$ cat src/rtl/jogo_pkg.sv
// Shared definitions for the memory game controller.
// Holds the default parameter values and the FSM state codes, so the
// top level and its bench agree on one encoding of db_estado.
package jogo_pkg;

    localparam int N_CHAVES_DEF       = 4;
    localparam int DEPTH_DEF          = 16;
    localparam int TIMEOUT_CYCLES_DEF = 5000;

    localparam logic [3:0] INICIAL     = 4'd0;
    localparam logic [3:0] PREPARA     = 4'd1;
    localparam logic [3:0] ESPERA      = 4'd2;
    localparam logic [3:0] REGISTRA    = 4'd3;
    localparam logic [3:0] COMPARA     = 4'd4;
    localparam logic [3:0] PROXIMO     = 4'd5;
    localparam logic [3:0] FIM_ACERTO  = 4'd6;
    localparam logic [3:0] FIM_ERRO    = 4'd7;
    localparam logic [3:0] FIM_TIMEOUT = 4'd8;

endpackage

$ cat src/rtl/rom_jogadas.sv
// Stored-play memory for the game.
// The sequence is fixed: address i holds a one-hot word with bit
// (i mod N_CHAVES) set, so the expected plays walk across the switches.
// Ports:
//   endereco : read address, clog2(DEPTH) bits
//   dado     : expected play at that address, N_CHAVES bits (combinational)
module rom_jogadas
    import jogo_pkg::*;
#(
    parameter int N_CHAVES = N_CHAVES_DEF,
    parameter int DEPTH    = DEPTH_DEF
) (
    input  logic [$clog2(DEPTH)-1:0] endereco,
    output logic [N_CHAVES-1:0]      dado
);

    assign dado = N_CHAVES'(1) << (int'(endereco) % N_CHAVES);

endmodule

$ cat src/rtl/circuito_jogo_param.sv
// Memory game controller: the player must repeat the stored sequence of
// one-hot plays on the switches, one play per round, within a time limit.
// Ports:
//   clock, reset        : rising-edge clock, synchronous active-high reset
//   iniciar             : start / restart request
//   nivel               : 0 = DEPTH/2 rounds, 1 = DEPTH rounds (latched at start)
//   chaves              : player switches
//   acertou, errou,
//   timeout, pronto     : result flags (Moore, decoded from the state register)
//   leds                : last registered play
//   db_estado           : current state code
//   db_contagem         : current round address
//   db_igual            : registered play equals stored play at current address
//   db_jogada_feita     : one-cycle pulse on a zero -> nonzero switch edge
//
// state        | meaning
// INICIAL      | idle after reset, waiting for iniciar
// PREPARA      | clear address, play register and timer; latch nivel
// ESPERA       | timer running, waiting for a play
// REGISTRA     | capture switches into the play register
// COMPARA      | compare captured play with the stored one
// PROXIMO      | advance to the next round, restart the timer
// FIM_ACERTO   | all rounds correct
// FIM_ERRO     | wrong play
// FIM_TIMEOUT  | no play within the time limit
module circuito_jogo_param
    import jogo_pkg::*;
#(
    parameter int N_CHAVES       = N_CHAVES_DEF,
    parameter int DEPTH          = DEPTH_DEF,
    parameter int TIMEOUT_CYCLES = TIMEOUT_CYCLES_DEF
) (
    input  logic                     clock,
    input  logic                     reset,
    input  logic                     iniciar,
    input  logic                     nivel,
    input  logic [N_CHAVES-1:0]      chaves,
    output logic                     acertou,
    output logic                     errou,
    output logic                     pronto,
    output logic                     timeout,
    output logic [N_CHAVES-1:0]      leds,
    output logic [3:0]               db_estado,
    output logic [$clog2(DEPTH)-1:0] db_contagem,
    output logic                     db_igual,
    output logic                     db_jogada_feita
);

    localparam int AW = $clog2(DEPTH);
    localparam int TW = $clog2(TIMEOUT_CYCLES + 1);

    localparam logic [AW-1:0] ULTIMO_FACIL   = AW'(DEPTH / 2 - 1);
    localparam logic [AW-1:0] ULTIMO_DIFICIL = AW'(DEPTH - 1);
    localparam logic [TW-1:0] LIMITE         = TW'(TIMEOUT_CYCLES - 1);

    logic [3:0]          estado;
    logic [3:0]          proximo_estado;
    logic [AW-1:0]       endereco;
    logic [N_CHAVES-1:0] jogada;
    logic [N_CHAVES-1:0] chaves_reg;
    logic [N_CHAVES-1:0] dado_rom;
    logic [TW-1:0]       tempo;
    logic                nivel_reg;
    logic                jogada_feita;
    logic                igual;
    logic [AW-1:0]       ultimo;

    rom_jogadas #(
        .N_CHAVES (N_CHAVES),
        .DEPTH    (DEPTH)
    ) u_rom (
        .endereco (endereco),
        .dado     (dado_rom)
    );

    // Only the first nonzero value after an all-zero cycle counts as a play,
    // so holding the switches down never starts a second round.
    assign jogada_feita = (chaves != '0) && (chaves_reg == '0);
    assign igual        = (jogada == dado_rom);
    assign ultimo       = nivel_reg ? ULTIMO_DIFICIL : ULTIMO_FACIL;

    always_comb begin
        proximo_estado = estado;
        case (estado)
            INICIAL:  if (iniciar) proximo_estado = PREPARA;
            PREPARA:  proximo_estado = ESPERA;
            // A play on the same cycle the limit is hit still counts.
            ESPERA: begin
                if (jogada_feita)
                    proximo_estado = REGISTRA;
                else if (tempo == LIMITE)
                    proximo_estado = FIM_TIMEOUT;
            end
            REGISTRA: proximo_estado = COMPARA;
            COMPARA: begin
                if (!igual)
                    proximo_estado = FIM_ERRO;
                else if (endereco == ultimo)
                    proximo_estado = FIM_ACERTO;
                else
                    proximo_estado = PROXIMO;
            end
            PROXIMO:  proximo_estado = ESPERA;
            FIM_ACERTO, FIM_ERRO, FIM_TIMEOUT:
                if (iniciar) proximo_estado = PREPARA;
            default:  proximo_estado = INICIAL;
        endcase
    end

    always_ff @(posedge clock) begin
        if (reset) begin
            estado     <= INICIAL;
            endereco   <= '0;
            jogada     <= '0;
            tempo      <= '0;
            chaves_reg <= '0;
            nivel_reg  <= 1'b0;
        end else begin
            estado     <= proximo_estado;
            chaves_reg <= chaves;
            case (estado)
                PREPARA: begin
                    endereco  <= '0;
                    jogada    <= '0;
                    tempo     <= '0;
                    nivel_reg <= nivel;
                end
                ESPERA:   tempo <= tempo + TW'(1);
                REGISTRA: jogada <= chaves;
                PROXIMO: begin
                    endereco <= endereco + AW'(1);
                    tempo    <= '0;
                end
                default: ;
            endcase
        end
    end

    assign acertou         = (estado == FIM_ACERTO);
    assign errou           = (estado == FIM_ERRO);
    assign timeout         = (estado == FIM_TIMEOUT);
    assign pronto          = acertou || errou || timeout;
    assign leds            = jogada;
    assign db_estado       = estado;
    assign db_contagem     = endereco;
    assign db_igual        = igual;
    assign db_jogada_feita = jogada_feita;

endmodule

$ cat config.mk
export PLATFORM = sky130hd
export DESIGN_NAME = circuito_jogo_param
export DESIGN_NICKNAME = d
export VERILOG_FILES = /design/src/rtl/jogo_pkg.sv /design/src/rtl/rom_jogadas.sv /design/src/rtl/circuito_jogo_param.sv
export SDC_FILE = /design/constraint.sdc
export NUM_CORES = 1
export LEC_CHECK = 0
export ABC_CLOCK_PERIOD_IN_PS = 2300
export CORE_ASPECT_RATIO = 1.2
export CORE_MARGIN = 2
export CORE_UTILIZATION = 30
export DETAILED_ROUTE_END_ITERATION = 8
export PLACE_DENSITY = 0.62
export SETUP_SLACK_MARGIN = 0.1
export SLEW_MARGIN = 20
export SYNTH_ARGS = -nofsm -noshare
export SYNTH_HDL_FRONTEND = slang
export SYNTH_SLANG_ARGS = --single-unit
$ cat constraint.sdc
create_clock -name clock -period 2.3 [get_ports clock]
set_input_delay 0.345 -clock clock [delete_from_list [all_inputs] [get_ports clock]]
set_output_delay 0.345 -clock clock [all_outputs]
set_load 0.01 [all_outputs]
# == Yosys cells after proc, flatten, opt, wreduce, memory -nomap -nowiden ==
# Cells that the tools add are included.
# W data, S select, Z words.
# op_classes
add_sub_neg,2
eq_ne,13
n_shift,1
n_mux,10
reduce_logical,12
# op_table
cell,n
$pmux W13 S2,1
$pmux W4 S5,1
$eq A4 B3 Y1 const B,4
$mux W4,4
$pmux W4 S2,2
$add A13 B1 Y13 const B,1
$eq A13 B13 Y1 const B,1
$eq A4 B2 Y1 const B,2
$eq A4 B4 Y1,2
$logic_not A4 Y1,2
$reduce_bool A2 Y1,3
$add A4 B1 Y4 const B,1
$eq A4 B1 Y1 const B,1
$eq A4 B4 Y1 const B,1
$mux W2,2
$reduce_bool A4 Y1,1
$reduce_or A4 Y1,1
$shl A1 B2 Y4 const A,1
$ne A3 B3 Y1 const B,1
$logic_or A1 B1 Y1,2
$ne A2 B1 Y1 const B,1
$reduce_and A2 Y1,1
$reduce_or A2 Y1,1
$logic_and A1 B1 Y1,1
# word_totals
reg_bits,30
input_bits,8
output_inout_bits,18
word_cells,44

# == Longest topological paths before layout ==
# Gate-level depths: netlist of run 1.
# logic_depth
ltp_word,5
mapped_depth,7

# == By module ==
# Synthesis of run 1 repeated with hierarchy kept, for this count alone.
# unflattened
hier_cells,176
area_unflattened_um2,1493.9
# by_module_without_submodules
mod,instances,cells_each,area_each_um2,seq_area_each_um2
circuito_jogo_param,1,172,1467.7,600.6
rom_jogadas,1,4,26.3,0.0

# == Worst setup path after synthesis of run 1 ==
# OpenSTA, ideal clock, no wires.
# synth_path
path_type,reg-to-reg
from,register endereco[0] (netlist: db_contagem[0])
to,register estado[1] (netlist: db_estado[1])
arrival_ps,1952
required_time_ps,2172
path_slack_ps,220
path_stages_with_launch,8
path_cell_list,dfxtp_1 inv_1 ha_1 xor2_1 nor4_1 a21oi_1 a2111oi_0 nor2_1
# synth_via
elab_chain_cells,4
word_cells_on_any_way,6
# synth_rtl
item,line,rtl
"start, declared",circuito_jogo_param.sv:58,logic [AW-1:0] endereco;
"start signal, assigned",circuito_jogo_param.sv:131,endereco <= endereco + AW'(1);
$shl A1 B2 Y4,rom_jogadas.sv:17,assign dado = N_CHAVES'(1) << (int'(endereco) % N_CHAVES);
$eq A4 B4 Y1,circuito_jogo_param.sv:79,assign igual = (jogada == dado_rom);
net db_igual,circuito_jogo_param.sv:45,"output logic db_igual,"
$mux W2,circuito_jogo_param.sv:96,if (!igual)
$pmux W4 S5,circuito_jogo_param.sv:84,case (estado)
"end signal, assigned",circuito_jogo_param.sv:119,estado <= proximo_estado;
"end, declared",circuito_jogo_param.sv:56,logic [3:0] estado;
# The timed path passes the listed nets, and every way through them passes these cells.
# A chain may end at the register's enable or synchronous reset.

# == Final worst setup path of run 1 ==
# layout_path
from,register estado[0] (netlist: db_estado[0])
to,output pronto
# layout_via
elab_chain_cells,3
word_cells_on_any_way,5
# layout_rtl
item,line,rtl
$eq A4 B3 Y1 (on tied branches),"circuito_jogo_param.sv:139, circuito_jogo_param.sv:140",
$logic_or A1 B1 Y1,circuito_jogo_param.sv:142,assign pronto = acertou || errou || timeout;
$logic_or A1 B1 Y1 *,circuito_jogo_param.sv:142,
"end, declared",circuito_jogo_param.sv:40,"output logic pronto,"
# Every way passes the cells marked *; elsewhere a longest branch is shown, timed or not.

==> flow_summary.json, run 1 <==
{
  "outcome": "completed",
  "die_x_um": 68.5,
  "nFillCells": 494,
  "cts_tree": "done",
  "initial_utilization_pct": 30.8,
  "dp_hpwl_um": 2430,
  "required_ns": 1.96,
  "synth_ff_type": "dfxtp_1",
  "gp_congestion": 0.772,
  "clock_sinks": 30,
  "crit_path_end_kind": "primary output",
  "drive_above_1_share_pct": 13.5,
  "synth.most_common_cell": "dfxtp_1",
  "yosys_warnings": 0,
  "synth.largest_area_cell": "dfxtp_1",
  "synth_commonest_cells": "dfxtp_1 (30), nand2_1 (19), nor2_1 (18), a21oi_1 (13)",
  "cellPowerDensity_nw_per_um2": 807,
  "drt-initial-drc-count": 65,
  "n_antenna_cell": 0,
  "rrSetupSlack_ns": 0.39,
  "nets": 220,
  "numCtsBuffers": 5,
  "setup_violations": 0,
  "antenna_found_initial": 0,
  "clk-insertion-delay-late_ns": 0.28,
  "area_delta_synth_final_pct": 29.7,
  "h-tree-depth": 2,
  "placed_area_sq_um": 1830,
  "dr.pass1.iters": 4,
  "vias": 1285,
  "fmax_ghz": 0.465,
  "critPathKind": "flip-flop to primary output",
  "critPathArrivalTime_ns": 1.80,
  "syn_area_sq_um": 1500,
  "hold_depth": 2,
  "clock_path_buffers": 2,
  "place_ws_ns": 0.109,
  "core.rowCount": 28,
  "synth_top_area_share_pct": 40.1,
  "die_y_um": 81.4,
  "ys_top_cells_by_area": "dfxtp_1 (40%), xor2_1 (6.4%), nand2_1 (4.8%)",
  "routed_via_density": 4.79,
  "core_sq_um": 4870,
  "final_cells": 268,
  "reg2reg_depth": 8,
  "min_period_over_period_pct": 93.4,
  "dpl.cell_count": 260,
  "start_kind": "flip-flop",
  "synth_cells": 176,
  "yosysUniqueCellTypes": 40,
  "drc": 0,
  "routed_wl_um": 3320,
  "worst_pin_slew_ns": 0.507,
  "clock_skew_ns": 0.000852,
  "worst_hold_path_type": "flip-flop to flip-flop",
  "min_period_ns": 2.15,
  "multi_input_comb_area_sq_um": 857,
  "crit_fanout": 7,
  "maxSlewViolCount": 0,
  "grt_pass1_wl_um": 5640,
  "grt_pass1_vias": 1239,
  "relSlewSlack_pct": 66.2,
  "hold_ws_ns": 0.484,
  "rsz0062_at_grt": "yes",
  "postCtsSetupBuffers": 0,
  "synth-edff-count": 0,
  "register_area_sq_um": 604,
  "synth_seq_area_share_pct": 40.1,
  "peakVddDrop_mv": 0.438,
  "p_leak_nw": 0.725,
  "synth.avg_cell_area_sq_um": 8.51,
  "io_pins": 26,
  "avgRoutedWirePerCell_um": 12.4,
  "drtAntennaViolNets": 0,
  "timing.final.ws_setup_ns": 0.151,
  "largest_register": "tempo",
  "yosys_register_bits": 30,
  "largest_reg_flops": 13,
  "syn-num-nets": 189,
  "track_usage_pct": 13.4,
  "port_buffers": 25,
  "cts-root-buf": "clkbuf_8",
  "clkTransAtPathRegs_ns": 0.06,
  "dieArea_sq_um": 5580,
  "stdcell_area_sq_um": 1940,
  "synth_async_sr_flop_share_pct": 0,
  "cts_hold_buf": 0,
  "grt_max_degree": 18,
  "max-cap-violations": 0,
  "overflow": 0,
  "hold_viol": 0,
  "tns_ns": 0
}
[cells in the final DEF, fill, tap and decap left out, drive strengths merged, types with 2 or more instances in the layout]
cell type,n
nand2b,4
buf,7
nor2,19
and3,2
or4,2
clkdlybuf4s50,23
a21oi,13
xor2,11
nand2,19
nand3,11
or3,2
nand4,3
o21bai,2
mux2,2
o21ai,5
dfxtp,30
clkbuf,7
nor4,3
nor4b,2
or2,3
inv,3
nor2b,5
nor3,8
ha,5
xnor2,6
[where the power goes]
part,internal (W),leakage (nW),switching (W)
Clock,0.000241,0.0482,0.000200
Combinational,0.000231,0.432,0.000271
Sequential,0.000564,0.245,0.0000604
[kinds of logic (layout without fill, tap and decap cells)]
group,count (synthesis),after routing,share of synthesized area [%]
and+or+nand+nor,88,88,32.1
DFF,30,30,40.1
AOI/OAI and AO/OA,23,23,8.69
xor gates and xnor gates,17,17,9.94
buffers and inverters,11,43,3.51
adders and majority gates,5,5,4.18
muxes,2,2,1.50
[through the flow]
stage               power, W  util [%]
floorplan           0.000942         -
global placement     0.00113      37.7
detailed placement   0.00114      37.7
CTS                  0.00158      39.7
global route         0.00167      39.9
finish               0.00157      39.9
[worst paths after layout]
path                       end      startpoint
setup reg to reg  db_estado[1]  db_contagem[0]
hold reg to reg       tempo[1]        tempo[1]
hold / removal        tempo[1]        tempo[1]
setup / recovery        pronto    db_estado[0]
[metal layers]
layer | share of wire, % | vias to the layer above | track usage (%)
li1 | - | 670 | -
met1 | 44 | 585 | 15.7
met2 | 50 | 26 | 22.2
met3 | 5.1 | 4 | 5.26
met4 | 0.87 | 0 | 4.20
met5 | 0 | - | 0
[critical path, cell delays in order (launching register included)]
cell             delay (ns)
dfxtp_1                0.45
nor3_1                 0.13
and2_1                 0.18
or2_2                  0.29
clkdlybuf4s50_1        0.47
[area by class of cell]
class | instances | area share [%]
sequential | 30 | 31.1
inverter | 3 | 0.580
multi-input combinational | 135 | 44.1
clock buffer | 7 | 4.44
clock inverter | 1 | 0.258
tap | 60 | 3.86
timing repair buffer | 32 | 15.6
[repair_timing]
action / 4_1_cts / 5_1_grt
cloned: 0 / 0
setup endpoints to repair: 2 / 4
resized for setup: 3 / 4
Power figures use the tool's default switching activity.
==> run 2, diff against run 1 <==
--- a/config.mk
+++ b/config.mk
@@ -7,9 +7,9 @@
 export LEC_CHECK = 0
 export ABC_CLOCK_PERIOD_IN_PS = 2300
 export CORE_ASPECT_RATIO = 1.2
-export CORE_MARGIN = 2
 export CORE_UTILIZATION = 30
 export DETAILED_ROUTE_END_ITERATION = 8
+export GPL_TIMING_DRIVEN = 0
 export PLACE_DENSITY = 0.62
 export SETUP_SLACK_MARGIN = 0.1
 export SLEW_MARGIN = 20
==> constraint.sdc (replaced) <==
create_clock -name clock -period 2.3 [get_ports clock]
set_input_delay 0.345 -clock clock [delete_from_list [all_inputs] [get_ports clock]]
set_output_delay 0.345 -clock clock [all_outputs]
set_load 0.005 [all_outputs]
==> run 2 against run 1 <==
  * Highest routed layer unchanged
  * Clock power shrank 8.2%
  * Fmax is 1.2% higher
  * Setup slack better by 0.026 ns
  * Total power down 1.9%
  * Final cell count decreased by 0.75%
  * Largest power group unchanged
  * Non-clock buffer count rose by 1
  * Critical path depth is 1 lower
  * Combinational power grew 2%
  * Cell area is 0.13% lower
  * First-iteration DRC count shrank 15%
  * Clock skew grew 0.0092 ns
  * Worst hold slack worse by 0.039 ns
==> flow_summary.json, run 2 (same netlist as run 1, synthesis figures left out) <==
{
  "outcome": "completed",
  "fmax_ghz": 0.471,
  "p_leak_nw": 0.701,
  "antenna_found_initial": 0,
  "min_period_ns": 2.12,
  "track_usage_pct": 14.4,
  "final_common_cell": "dfxtp_1",
  "nFillCells": 479,
  "grt_pass1_vias": 1251,
  "clk-insertion-delay-late_ns": 0.29,
  "cts_tree": "done",
  "hold_viol": 0,
  "dpl.cell_count": 258,
  "gp_congestion": 0.794,
  "die_x_um": 66.5,
  "maxSlewViolCount": 0,
  "cp_slowest_cell": "or4_4",
  "port_buffers": 24,
  "clock_path_buffers": 2,
  "area_delta_synth_final_pct": 29.6,
  "initial_utilization_pct": 31.9,
  "placed_area_sq_um": 1810,
  "clock_sinks": 30,
  "core_sq_um": 4700,
  "drtAntennaViolNets": 0,
  "core.rowCount": 27,
  "crit_fanout": 4,
  "peakVddDrop_mv": 0.276,
  "die_y_um": 79.4,
  "overflow": 0,
  "numCtsBuffers": 5,
  "stdcell_area_sq_um": 1940,
  "crit_buf_inv": 1,
  "drt-initial-drc-count": 55,
  "clkTransAtPathRegs_ns": 0.06,
  "tns_ns": 0,
  "worst_hold_path_type": "input port to flip-flop",
  "drive_above_1_share_pct": 13.0,
  "critPathKind": "flip-flop to primary output",
  "crit_path_max_incr_delay_ns": 0.56,
  "critPathArrivalTime_ns": 1.78,
  "dieArea_sq_um": 5280,
  "start_kind": "flip-flop",
  "grt_pass1_wl_um": 5770,
  "required_ns": 1.96,
  "max-cap-violations": 0,
  "routed_via_density": 4.84,
  "cellPowerDensity_nw_per_um2": 792,
  "vias": 1288,
  "largest_register": "tempo",
  "cts-root-buf": "clkbuf_8",
  "rsz0062_at_grt": "no",
  "io_pins": 26,
  "cts_hold_buf": 0,
  "crit_family": "simple AND/OR/NAND/NOR gates",
  "crit_path_end_kind": "primary output",
  "min_period_over_period_pct": 92.3,
  "largest_reg_flops": 13,
  "worst_pin_slew_ns": 0.503,
  "dp_hpwl_um": 2430,
  "crit_chain": "or4_4, nor2_1, clkdlybuf4s50_1",
  "grt_max_degree": 11,
  "avgRoutedWirePerCell_um": 12.5,
  "h-tree-depth": 2,
  "nets": 221,
  "n_antenna_cell": 0,
  "routed_wl_um": 3340,
  "final_cell_mix": "dfxtp_1 (26), clkdlybuf4s50_1 (23), nand2_1 (19)",
  "relSlewSlack_pct": 66.4,
  "dr.pass1.iters": 4,
  "setup_violations": 0,
  "drc": 0,
  "clock_skew_ns": 0.0100,
  "final_cells": 266,
  "finalPower_w": 0.00154
}
run 2: cell type report:
| class | count | area [sq um] | area share (%) |
|---|---|---|---|
| well taps | 58 | 72.6 | 3.74 |
| repair buffers | 25 | 246 | 12.7 |
| clock buffers | 7 | 76.3 | 3.93 |
| plain buffers | 8 | 51.3 | 2.64 |
| inverters | 3 | 11.3 | 0.580 |
| flip-flops and latches | 30 | 606 | 31.2 |
| multi-input cells | 135 | 877 | 45.2 |
run 2: path summary, 6_finish.rpt:
check                               startpoint         endpoint  slack, ns  cells after the start
worst max-delay path             chaves_reg[1]  db_jogada_feita       0.18                      3
worst min-delay path                     reset    chaves_reg[1]       0.44                      2
worst max register to register  db_contagem[0]     db_estado[1]       0.39                      8
worst min register to register         leds[2]          leds[2]       0.48                      2
run 2: timing repair:
action | 4_1_cts | 5_1_grt
buffers inserted | 1 | 0
setup endpoints to repair | 5 | 4
pin swaps | 1 | 0
gates resized for setup | 9 | 6
endpoints found under the hold margin | 0 | 0
run 2: worst reg2reg max path: cells and delay by family (launching register included):
kind	cells	cell delay, ns
simple gates	2	0.40
fa+ha+maj	1	0.21
xor+xnor	1	0.15
compound gates	2	0.40
buf+inv	2	0.26
flops	1	0.37
run 2: per-layer routing:
metal | vias up | track usage (%) | wire [um]
li1 | 669 | - | -
met2 | 18 | 24.5 | 1640
met4 | 0 | 5.74 | 55
met5 | - | 0 | 0
met3 | 7 | 4.71 | 133
met1 | 594 | 16.5 | 1510
run 2: per-stage QoR:
step | worst slack [ns] | hold WS [ns] | util (%)
6_report | 0.177 | 0.445 | 41.3
5_1_grt | 0.118 | 0.463 | 41.3
4_1_cts | 0.107 | 0.444 | 40.8
3_5_place_dp | -0.0620 | 0.476 | 38.6
3_3_place_gp | -0.0575 | 0.466 | 38.6
2_1_floorplan | 0.424 | 0.434 | -
run 2: where the power goes:
| part | internal [W] | switching, W |
|---|---|---|
| registers | 0.000566 | 0.0000534 |
| logic | 0.000237 | 0.000276 |
| clock network | 0.000208 | 0.000197 |
| total | 0.00101 | 0.000526 |
